## src/rtl/rtc_pkg.sv

```systemverilog
// Shared RTC definitions: date layout, reset date, month constants, BCD helper.
package rtc_pkg;

  localparam int unsigned DATE_DAY_LSB  = 0;
  localparam int unsigned DATE_MON_LSB  = 8;
  localparam int unsigned DATE_YEAR_LSB = 16;

  localparam logic [31:0] RESET_DATE = 32'h2000_0101;

  localparam logic [7:0] MON_FEB = 8'h02;
  localparam logic [7:0] MON_DEC = 8'h12;

  typedef struct packed {
    logic [15:0] year;
    logic [7:0]  month;
    logic [7:0]  day;
  } bcd_date_t;

  // Two-digit BCD increment; result is {carry_out, tens, units}.
  // A units or tens nibble at 9 or above rolls to 0, so stray A-F values
  // still resolve deterministically instead of counting through hex.
  function automatic logic [8:0] bcd_inc2(input logic [7:0] v);
    logic [3:0] units;
    logic [3:0] tens;
    logic       carry;
    units = v[3:0];
    tens  = v[7:4];
    carry = 1'b0;
    if (units >= 4'd9) begin
      units = 4'd0;
      if (tens >= 4'd9) begin
        tens  = 4'd0;
        carry = 1'b1;
      end else begin
        tens = tens + 4'd1;
      end
    end else begin
      units = units + 4'd1;
    end
    return {carry, tens, units};
  endfunction

endpackage

```

## src/rtl/rtc_days_in_month.sv

```systemverilog
// Combinational last-day-of-month lookup with Gregorian leap-year decode.
module rtc_days_in_month
  import rtc_pkg::*;
(
  input  logic [7:0]  month_i,
  input  logic [15:0] year_i,
  output logic [7:0]  last_day_o,
  output logic        leap_o
);

  // A two-digit BCD value is a multiple of 4 when an even tens digit pairs
  // with units 0/4/8, or an odd tens digit pairs with units 2/6.
  function automatic logic bcd_div4(input logic [7:0] v);
    logic [3:0] t;
    logic [3:0] u;
    t = v[7:4];
    u = v[3:0];
    return (!t[0] && (u == 4'd0 || u == 4'd4 || u == 4'd8)) ||
           ( t[0] && (u == 4'd2 || u == 4'd6));
  endfunction

  logic [7:0] yy;
  logic [7:0] cc;

  assign yy = year_i[7:0];
  assign cc = year_i[15:8];

  // Century years only leap when the century number is a multiple of 4.
  always_comb begin
    leap_o = (yy != 8'h00) ? bcd_div4(yy) : bcd_div4(cc);
  end

  // Month length table; unrecognised month codes fall back to 31 days.
  always_comb begin
    last_day_o = 8'h31;
    case (month_i)
      8'h04, 8'h06, 8'h09, 8'h11: last_day_o = 8'h30;
      MON_FEB:                    last_day_o = leap_o ? 8'h29 : 8'h28;
      default:                    last_day_o = 8'h31;
    endcase
  end

endmodule

```

## src/rtl/rtc_date.sv

```systemverilog
// BCD calendar register advanced by the clock's day-rollover pulse.
module rtc_date
  import rtc_pkg::*;
#(
  parameter logic [31:0] RESET_DATE = rtc_pkg::RESET_DATE
) (
  input  logic        clk_i,
  input  logic        rstn_i,
  input  logic        new_day_i,
  input  logic        date_update_i,
  input  logic [31:0] date_i,
  output logic [31:0] date_o,
  output logic        leap_year_o,
  output logic        month_end_o
);

  logic [31:0] date_q;
  logic [31:0] date_d;
  logic        month_end_q;
  logic        month_end_d;

  bcd_date_t   cur;
  logic [7:0]  last_day;
  logic [8:0]  day_inc;
  logic [8:0]  mon_inc;
  logic [8:0]  yr_lo_inc;
  logic [8:0]  yr_hi_inc;
  logic        unused_carries;

  assign cur.day   = date_q[DATE_DAY_LSB  +: 8];
  assign cur.month = date_q[DATE_MON_LSB  +: 8];
  assign cur.year  = date_q[DATE_YEAR_LSB +: 16];

  rtc_days_in_month u_dim (
    .month_i    (cur.month),
    .year_i     (cur.year),
    .last_day_o (last_day),
    .leap_o     (leap_year_o)
  );

  assign day_inc   = bcd_inc2(cur.day);
  assign mon_inc   = bcd_inc2(cur.month);
  assign yr_lo_inc = bcd_inc2(cur.year[7:0]);
  assign yr_hi_inc = bcd_inc2(cur.year[15:8]);

  // Only the low year pair's carry matters; the rest wrap silently (9999 -> 0000).
  assign unused_carries = &{day_inc[8], mon_inc[8], yr_hi_inc[8]};

  // Next date: software load beats increment; increment ripples day -> month -> year.
  always_comb begin
    bcd_date_t nxt;
    nxt         = cur;
    month_end_d = 1'b0;
    if (date_update_i) begin
      nxt = bcd_date_t'(date_i);
    end else if (new_day_i) begin
      if (cur.day >= last_day) begin
        nxt.day     = 8'h01;
        month_end_d = 1'b1;
        if (cur.month < MON_DEC) begin
          nxt.month = mon_inc[7:0];
        end else begin
          nxt.month      = 8'h01;
          nxt.year[7:0]  = yr_lo_inc[7:0];
          nxt.year[15:8] = yr_lo_inc[8] ? yr_hi_inc[7:0] : cur.year[15:8];
        end
      end else begin
        nxt.day = day_inc[7:0];
      end
    end
    date_d = nxt;
  end

  // Date and month-end registers with synchronous active-low reset.
  always_ff @(posedge clk_i) begin
    if (!rstn_i) begin
      date_q      <= RESET_DATE;
      month_end_q <= 1'b0;
    end else begin
      date_q      <= date_d;
      month_end_q <= month_end_d;
    end
  end

  assign date_o      = date_q;
  assign month_end_o = month_end_q;

endmodule

```

## config.mk

```make
export PLATFORM = sky130hd
export DESIGN_NAME = rtc_date
export DESIGN_NICKNAME = d
export VERILOG_FILES = /design/src/rtl/rtc_pkg.sv /design/src/rtl/rtc_days_in_month.sv /design/src/rtl/rtc_date.sv
export SDC_FILE = /design/constraint.sdc
export NUM_CORES = 1
export LEC_CHECK = 0
export ABC_AREA = 1
export ABC_CLOCK_PERIOD_IN_PS = 3600
export BUFFER_PORTS_ARGS = -buffer_cell sky130_fd_sc_hd__buf_4
export CAP_MARGIN = 20
export CORE_ASPECT_RATIO = 1.25
export CORE_MARGIN = 1.5
export CORE_UTILIZATION = 32
export DETAILED_ROUTE_END_ITERATION = 10
export PLACE_DENSITY = 0.58
export SYNTH_ARGS = -nofsm -noshare
export SYNTH_HDL_FRONTEND = slang
export SYNTH_SLANG_ARGS = --single-unit
```

## constraint.sdc

```tcl
create_clock -name clk_i -period 3.6 [get_ports clk_i]
set_clock_uncertainty 0.1 [all_clocks]
set_input_delay 0.36 -clock clk_i [delete_from_list [all_inputs] [get_ports clk_i]]
set_output_delay 0.36 -clock clk_i [all_outputs]
set_load 0.05 [all_outputs]
```

==> results of run 1 <==
worst max path at each step:
stage	from	end	slack, ps	cells past startpoint
floorplan	date_o[20]$_SDFFE_PN0P_	date_o[9]$_SDFFE_PN0P_	70	19
global placement	date_o[20]$_SDFFE_PN0P_	date_o[19]$_SDFFE_PN0P_	710	18
detailed placement	date_o[20]$_SDFFE_PN0P_	date_o[19]$_SDFFE_PN0P_	650	18
CTS	date_o[20]$_SDFFE_PN0P_	date_o[19]$_SDFFE_PN0P_	610	18
global route	date_o[20]$_SDFFE_PN0P_	date_o[19]$_SDFFE_PN0P_	350	18
finish	date_o[20]$_SDFFE_PN0P_	date_o[19]$_SDFFE_PN0P_	650	18
flip-flops by register name, indices dropped and copies added, names as in the netlist:
signal,count
date_o,32
month_end_o,1
routing by layer:
| metal | vias to the layer above | part of all wire (%) | routed length, um |
|---|---|---|---|
| li1 | 1356 | - | - |
| met1 | 1194 | 44 | 3010 |
| met2 | 82 | 49 | 3360 |
| met3 | 12 | 5.6 | 388 |
| met4 | 0 | 1.8 | 123 |
| met5 | - | 0 | 0 |
power by group through the flow:
stage / clock (W) / sequential (W) / combinational, W
3_3_place_gp: 0 / 0.000448 / 0.000454
6_report: 0.000367 / 0.000439 / 0.000458
5_1_grt: 0.000396 / 0.000445 / 0.000508
3_5_place_dp: 0 / 0.000448 / 0.000459
4_1_cts: 0.000377 / 0.000439 / 0.000460
2_1_floorplan: 0 / 0.000533 / 0.000230
logic make-up (layout without fill, tap and decap cells):
family	Yosys count	in the layout	synth area share [%]
simple gates	190	190	33.1
compound gates	60	60	12.8
buf+inv	55	124	8.59
flops	33	33	25.8
fa+ha+maj	32	32	15.6
xor+xnor	12	12	4.10
layout make-up:
| class | count | area [um^2] |
|---|---|---|
| clock inverters | 1 | 30.0 |
| flip-flops and latches | 33 | 661 |
| clock buffers | 7 | 86.3 |
| fillers | 816 | 4520 |
| well taps | 95 | 119 |
| multi-input cells | 294 | 1680 |
| inverters | 47 | 176 |
| repair buffers | 69 | 518 |
layout by cell type (no fill, tap or decap), drive strengths merged, types with 2 or more instances in the layout:
cell,n
o21ai,30
o211ai,2
a21oi,21
a22oi,3
dfxtp,33
clkbuf,7
xnor2,8
ha,32
inv,46
xor2,4
buf,69
nand4,3
nand2,109
nor2,41
nor3,3
nand3,32
stage by stage:
| step | power (W) | worst slack [ps] | cells |
|---|---|---|---|
| final | 0.00126 | 653 | 546 |
| after global routing | 0.00135 | 353 | 546 |
| after CTS | 0.00128 | 615 | 546 |
| after detailed placement | 0.000907 | 650 | 538 |
| after global placement | 0.000902 | 706 | 538 |
| after floorplan | 0.000764 | 65.7 | 382 |
worst max-delay path, delay by kind of cell (launching register included):
kind                       cells  cell delay, ps
buffers and inverters          2             190
and+or+nand+nor               11            1130
DFF                            1             470
AOI/OAI and AO/OA              3             500
adders and majority gates      2             450
==> impl_metrics.toml, run 1 <==
[outcome]
status = "completed"

[yosys]
synth_cell_types = 33
synth_top_area_share_pct = 25.8
syn_avg_cell_area_um2 = 6.71
syn_area_um2 = 2560
synth_most_common_cell = "nand2_1"
synth.net_count = 450
synth-seq-cells = 33
synth_cells = 382
async_reset_ff_share_pct = 0
synthTopCellsByCount = "nand2_1 (97), inv_1 (42), nor2_1 (34)"
synth_ff_type = "dfxtp_1"
ys_warn_count = 0
ys_top_cells_by_area = "dfxtp_1 (26%), ha_1 (16%), nand2_1 (14%)"
synth-edff-count = 0
seq_area_frac_synth_pct = 25.8
synth_top_cell_by_area = "dfxtp_1"

[timing]
max_slew.worst_pin.slew_ps = 593
fin_crit_ps = 2950
timing.hold.ws_ps = 237
drv_slew = 0
slew_headroom_pct = 60.2
timing.final.crit_share_pct = 81.9
max_freq_ghz = 0.339
final_hold_viol_count = 0
rsz0062_at_grt = "no"
tns_ps = 0
setup_viol = 0

[clocking]
clk_path_buf_depth = 2
cts_buffers = 5
cts_tree = "done"
cts-resized-gates = 0
cts_sinks = 33
cts_root_buf = "clkbuf_8"
clkTransAtPathRegs_ps = 70
cts_hold_buf = 0
htreeDepth = 2
clk_latency_ps = 280
cts_setup_buffers = 0

[worst_setup_path]
max_stage_delay_ps = 470
critical_path_class = "register to register"
reg2regPathDepth = 18
crit_top_cell = "nand2_1"
rr_startpoint = "date_o[20]$_SDFFE_PN0P_"
crit_path_max_fanout = 8
crit_path_start_kind = "register"
reg2reg_slack_ps = 650
end_kind = "register"
path_cells = "inv_1 -> ha_1 -> nand4_1 -> a31oi_1 -> a22oi_1 -> nand2_1 -> nand2_1 -> ha_1 -> nand2_1 -> inv_1 -> nand2_1 -> nor2_1 -> nor2_2 -> nand3_2 -> nand2_2 -> nor2_2 -> o21bai_1 -> nor2_1"
r2r-end = "date_o[19]$_SDFFE_PN0P_"
cp.required_ps = 3680
critPathArrivalTime_ps = 3030
crit_slowest_cell = "dfxtp_1"

[global_routing]
overflow = 0
grt_max_degree = 35
use_met3_pct = 3.28
grt_pass1_vias = 2460
grt.busiest_layer = "met2"
antenna_found_initial = 0
grt_first_pass_wirelength_mm = 11.3
grtUsageMet2_pct = 29.1
grt_usage_pct = 16.2
use_met1_pct = 19.4

[cells_and_area]
final_nets = 518
n_antenna_cell = 0
post-route-util_pct = 42.0
finalInstanceArea_um2 = 3270
synthToLayoutAreaGrowth_pct = 27.7
drive_gt1_share_pct = 22.8

[worst_hold_path]
whs_path_depth = 3
min_from = "date_i[15]"
holdPathEnd = "date_o[15]$_SDFFE_PN0P_"
hold_path.class = "input pin to register"

[placed_design]
dpl_cell_area_um2 = 3160
gp_congestion = 0.912
dp_hpwl_mm = 5.27
port_buffers = 69

[power]
pwr-share-seq_pct = 34.7
comb_power_share_pct = 36.2
ir_drop_mv = 0.167
p_sw_share_pct = 38.6
pwr_density_cell_nw_per_um2 = 386
leakage_nw = 1.64
switching_power_w = 0.000487
intPower_w = 0.000777
pwr-share-clk_pct = 29.0

[drt]
firstDrtPassIters = 4
drc = 0
via_per_inst = 4.84
drt_wl_total_mm = 6.88
drtIter0Drc = 122
wl_per_cell_um = 12.6
via_count = 2644
postRouteAntennaNets = 0

[floorplanning]
core_area_um2 = 7790
start_util_pct = 32.9
pin_count = 70
rows = 36
die_h_um = 103
die_x_um = 83.1
die-area_um2 = 8560

[job]
drv_cap = 0
Power figures use the tool's default switching activity.
==> run 2: changes to the inputs <==
- ABC_CLOCK_PERIOD_IN_PS: 3600 -> 2550
- PLACE_DENSITY: 0.58 -> 0.6
- clock period: 3.6 -> 2.55 ns (I/O delays scaled with it)
==> run 2 against run 1 <==
- the run now ends with setup timing left
- clock power is 13% higher
- sequential cell count stayed put
- global-route usage is 0.37 points higher
- non-clock buffer count is 26 higher
- routed wire length is 3.6% higher
- highest routed layer unchanged
- die area stayed put
- cell count is 4.8% higher
- sequential power is 38% higher
- final area is 12% higher
- core utilization is 5.2 points higher
==> impl_metrics.toml, run 2 (same netlist as run 1, synthesis figures left out) <==
[outcome]
status = "finished, violations left"
violations = "setup timing"

[floorplanning]
rows = 36
pin_count = 70
die_h_um = 103
start_util_pct = 32.9
die-area_um2 = 8560
core_area_um2 = 7790
die_x_um = 83.1

[timing]
timing.hold.ws_ps = 122
max_freq_ghz = 0.388
timing.final.crit_share_pct = 101
final_hold_viol_count = 0
fin_crit_ps = 2570
drv_slew = 0
setup_viol = 1
slew_headroom_pct = 58.8
rsz0062_at_grt = "yes"
max_slew.worst_pin.slew_ps = 614
setup_slack_ps = -24.3
tns_ps = -24.3

[clocking]
clk_latency_ps = 290
clk_path_buf_depth = 2
cts_tree = "done"
cts_sinks = 33
cts_root_buf = "clkbuf_8"
htreeDepth = 2
clkTransAtPathRegs_ps = 70
cts_buffers = 5

[power]
leakage_nw = 1.79
ir_drop_mv = 0.224
pwr_density_cell_nw_per_um2 = 496

[worst_setup_path]
reg2reg_slack_ps = -20
reg2regPathDepth = 19
critPathCapture = "date_o[19]$_SDFFE_PN0P_"
startpoint = "date_o[8]$_SDFFE_PN1P_"
path_cells = "inv_2 -> ha_2 -> o21ai_2 -> o21ai_1 -> nand3_1 -> and2_4 -> inv_1 -> nor2_1 -> ha_1 -> nand2_1 -> inv_1 -> nand2_2 -> nor2_2 -> nor2_4 -> nand3_4 -> nand2_4 -> nor2_4 -> o21bai_1 -> nor2_1"
rr_startpoint = "date_o[8]$_SDFFE_PN1P_"
worst-path-buf-inv = 3
critPathArrivalTime_ps = 2660
crit_path_start_kind = "register"
max_stage_delay_ps = 340
critical_path_class = "register to register"
cp.required_ps = 2640
r2r-end = "date_o[19]$_SDFFE_PN0P_"
path_depth = 19
critical_path.top_delay_family = "simple AND/OR/NAND/NOR gates"
crit_path_max_fanout = 8
crit_slowest_cell = "dfxtp_2"
end_kind = "register"

[cells_and_area]
synthToLayoutAreaGrowth_pct = 43.4
drive_gt1_share_pct = 36.7
final_common_cell = "buf_4"
n_antenna_cell = 0
post-route-util_pct = 47.2
n_fill_cell = 821
largest_reg_flops = 32
finalInstanceArea_um2 = 3680
mostFrequentLayoutCells = "buf_4 (94), nand2_1 (92), inv_1 (35), nand3_1 (29), nor2_1 (28)"
final_nets = 544

[placed_design]
gp_congestion = 0.808
post-place-ws_ps = -144
port_buffers = 69
dpl_cell_area_um2 = 3390
dp_hpwl_mm = 5.43

[drt]
drc = 0
drtIter0Drc = 96
postRouteAntennaNets = 0
drt_wl_total_mm = 7.13
via_per_inst = 4.74
via_count = 2711
wl_per_cell_um = 12.5
firstDrtPassIters = 6

[global_routing]
grt_pass1_vias = 2557
grt_max_degree = 22
antenna_found_initial = 0
grt_usage_pct = 16.6
grt_first_pass_wirelength_mm = 11.6
overflow = 0

[job]
drv_cap = 0

[worst_hold_path]
whs_path_depth = 3
hold_path.class = "input pin to register"
==> run 2: worst register-to-register path, delay by kind of cell (launching register included) <==
family,cells,cell delay (ps)
AND/OR/NAND/NOR,11,1140
adder cells (fa/ha/maj),2,430
AO/OA/AOI/OAI,3,350
flip-flops,1,340
buffers and inverters,3,120
==> run 2: repair_timing <==
item	CTS	global route
pin swaps	5	21
endpoints found under the setup margin	30	33
gates resized for setup	18	30
hold buffers	0	0
setup buffers	2	2
==> run 2: metrics by stage <==
| stage | total power [W] | std cells |
|---|---|---|
| after global routing | 0.00194 | 572 |
| after floorplan | 0.00109 | 382 |
| final | 0.00182 | 572 |
| after detailed placement | 0.00135 | 560 |
| after CTS | 0.00180 | 570 |
| after global placement | 0.00134 | 560 |
==> run 2: final cells by class <==
type                       instances  area [um^2]  share of cell area (%)
clock buffer                       6         82.6                    2.25
multi-input combinational        294         1880                    51.1
timing repair buffer              95          717                    19.5
tap                               95          119                    3.23
clock inverter                     2         8.76                   0.238
inverter                          47          184                    5.00
sequential                        33          688                    18.7
==> run 2: power breakdown <==
group	internal, W	switching (W)
clock	0.000214	0.000202
sequential	0.000559	0.0000486
combinational	0.000308	0.000491
total	0.00108	0.000741
==> run 2: how the worst min path moves through the flow <==
stage / from / end / slack [ps]
after floorplan: rstn_i / date_o[28]$_SDFFE_PN0P_ / 270
after global placement: date_o[15]$_SDFFE_PN0P_ / date_o[15]$_SDFFE_PN0P_ / 370
after detailed placement: date_o[15]$_SDFFE_PN0P_ / date_o[15]$_SDFFE_PN0P_ / 380
after CTS: date_i[2] / date_o[2]$_SDFFE_PN0P_ / 120
after global routing: date_i[15] / date_o[15]$_SDFFE_PN0P_ / 140
final: date_i[2] / date_o[2]$_SDFFE_PN0P_ / 120
==> run 2: per-layer routing <==
| layer | part of all wire, % | up-vias | global-route usage (%) |
|---|---|---|---|
| li1 | - | 1419 | - |
| met3 | 3.7 | 10 | 3.04 |
| met5 | 0 | - | 0 |
| met1 | 43 | 1231 | 18.8 |
| met4 | 1.7 | 0 | 5.13 |
| met2 | 52 | 51 | 31.6 |
==> run 3: changes to the inputs <==
- CORE_UTILIZATION: 32 -> 35
- PLACE_DENSITY: 0.6 -> 0.64
==> run 3 against run 2 <==
- cell count shrank 1.0%
- final area is 1.1% higher
- sequential share of layout area down 0.24 points
- worst hold slack worse by 1.5 ps
- setup slack worse by 59 ps
- non-clock buffer count shrank 2
- first-iteration DRC count rose by 7.3%
- the run still ends with setup timing left
- combinational power grew 3.8%
- global-route usage up 1.8 points
- power is 0.10% lower
- routed wire length up 0.90%
==> impl_metrics.toml, run 3 (same netlist as run 1, synthesis figures left out) <==
[drt]
via_per_inst = 4.80
wl_per_cell_um = 12.7
drc = 0
firstDrtPassIters = 4
drtIter0Drc = 103
postRouteAntennaNets = 0
drt_wl_total_mm = 7.19
via_count = 2718

[clocking]
cts_hold_buf = 0
clk_latency_ps = 290
htreeDepth = 2
cts_buffers = 5
clkTransAtPathRegs_ps = 70
clk_path_buf_depth = 2
cts_sinks = 33
cts_tree = "done"
cts_root_buf = "clkbuf_8"

[timing]
slew_headroom_pct = 54.8
timing.final.crit_share_pct = 103
fin_crit_ps = 2630
setup_slack_ps = -82.9
timing.hold.ws_ps = 120
setup_viol = 32
rsz0062_at_grt = "yes"
max_freq_ghz = 0.380
drv_slew = 0
max_slew.worst_pin.slew_ps = 674
final_hold_viol_count = 0

[global_routing]
grt_max_degree = 35
antenna_found_initial = 0
grtUsageMet2_pct = 33.4
use_met1_pct = 21.7
grt_pass1_vias = 2608
grt.busiest_layer = "met2"
use_met3_pct = 2.96
grt_first_pass_wirelength_mm = 11.7
overflow = 0
grt_usage_pct = 18.4

[worst_setup_path]
crit_path_max_fanout = 8
rr_startpoint = "date_o[17]$_SDFFE_PN0P_"
reg2regPathDepth = 18
end_kind = "register"
reg2reg_slack_ps = -80
cp.required_ps = 2620
crit_path_start_kind = "register"
r2r-end = "date_o[8]$_SDFFE_PN1P_"
critPathArrivalTime_ps = 2710
critical_path_class = "register to register"

[cells_and_area]
synthToLayoutAreaGrowth_pct = 45.0
drive_gt1_share_pct = 37.8
final_nets = 543
n_antenna_cell = 0
final_common_cell = "buf_4"
fin_cells = 566
mostFrequentLayoutCells = "buf_4 (90), nand2_1 (85), inv_1 (35), nor2_1 (31), nand3_1 (27)"
largest_reg_flops = 32
finalInstanceArea_um2 = 3720

[worst_hold_path]
whs_path_depth = 3
hold_path.class = "input pin to register"
min_from = "date_i[7]"
holdPathEnd = "date_o[7]$_SDFFE_PN0P_"

[placed_design]
dp_hpwl_mm = 5.25
post-place-ws_ps = -119
dpl_cell_area_um2 = 3340
port_buffers = 69
dp_cells = 550
gp_congestion = 0.842

[floorplanning]
die_h_um = 98.7
die-area_um2 = 7850
core_area_um2 = 7020
start_util_pct = 36.5
pin_count = 70
rows = 34
die_x_um = 79.6

[power]
pwr_density_cell_nw_per_um2 = 490
ir_drop_mv = 0.205
total_power_w = 0.00182
leakage_nw = 1.79

[outcome]
status = "finished, violations left"
violations = "setup timing"

[job]
drv_cap = 0
-- run 3: worst max-delay path by stage --
stage | from | to | slack [ps] | cells after the start
3_3_place_gp | date_o[17]$_SDFFE_PN0P_ | date_o[28]$_SDFFE_PN0P_ | -30 | 18
4_1_cts | date_o[16]$_SDFFE_PN0P_ | date_o[6]$_SDFFE_PN0P_ | -40 | 18
3_5_place_dp | date_o[8]$_SDFFE_PN1P_ | date_o[31]$_SDFFE_PN0P_ | -120 | 19
2_1_floorplan | date_o[20]$_SDFFE_PN0P_ | date_o[9]$_SDFFE_PN0P_ | -290 | 19
5_1_grt | date_o[17]$_SDFFE_PN0P_ | date_o[20]$_SDFFE_PN0P_ | -250 | 19
6_report | date_o[17]$_SDFFE_PN0P_ | date_o[8]$_SDFFE_PN1P_ | -80 | 18
-- run 3: metal layers --
layer | share of wire, % | routed length, um
met5 | 0 | 0
met3 | 4.2 | 299
met4 | 2.2 | 157
met2 | 52 | 3740
met1 | 42 | 3000
-- run 3: stage by stage --
| stage | util, % | TNS [ps] |
|---|---|---|
| 5_1_grt | 53.0 | -6740 |
| 4_1_cts | 50.1 | -570 |
| 3_3_place_gp | 47.6 | -170 |
| 2_1_floorplan | - | -7200 |
| 6_report | 53.0 | -1670 |
| 3_5_place_dp | 47.6 | -2150 |
-- run 3: what timing repair did --
| item | 4_1_cts | 5_1_grt |
|---|---|---|
| resized for setup | 18 | 38 |
| endpoints found under the setup margin | 30 | 33 |
| cloned | 0 | 1 |
| buffers inserted | 2 | 5 |
| pin swaps | 8 | 26 |
-- run 3: final cells by class --
type | instances | area [um^2]
Fill cell | 708 | 3300
Timing Repair Buffer | 93 | 718
Inverter | 47 | 186
Multi-Input combinational cell | 295 | 1930
Clock inverter | 3 | 12.5
Sequential cell | 33 | 687
Clock buffer | 5 | 68.8
Tap cell | 90 | 113
-- run 3: power by group --
part | total (W) | switching (W) | leakage, nW | internal [W]
clock | 0.000385 | 0.000202 | 0.0430 | 0.000184
combinational | 0.000829 | 0.000511 | 1.47 | 0.000318
sequential | 0.000607 | 0.0000479 | 0.277 | 0.000559
total | 0.00182 | 0.000761 | 1.79 | 0.00106
-- run 3: critical path, cell delays in order, from the launching register on --
cell and delay, ps:
dfxtp_4 360, inv_4 70, ha_4 140, nand4_1 130, a31oi_1 210, a22oi_2 100, nand2_1 100, nand2_2 80
ha_4 280, nand2_2 50, inv_2 40, nand2_2 40, nor2_2 150, nor2_4 70, nand3_4 170, nand2_4 90
buf_6 140, a21oi_1 110, o21ai_1 90
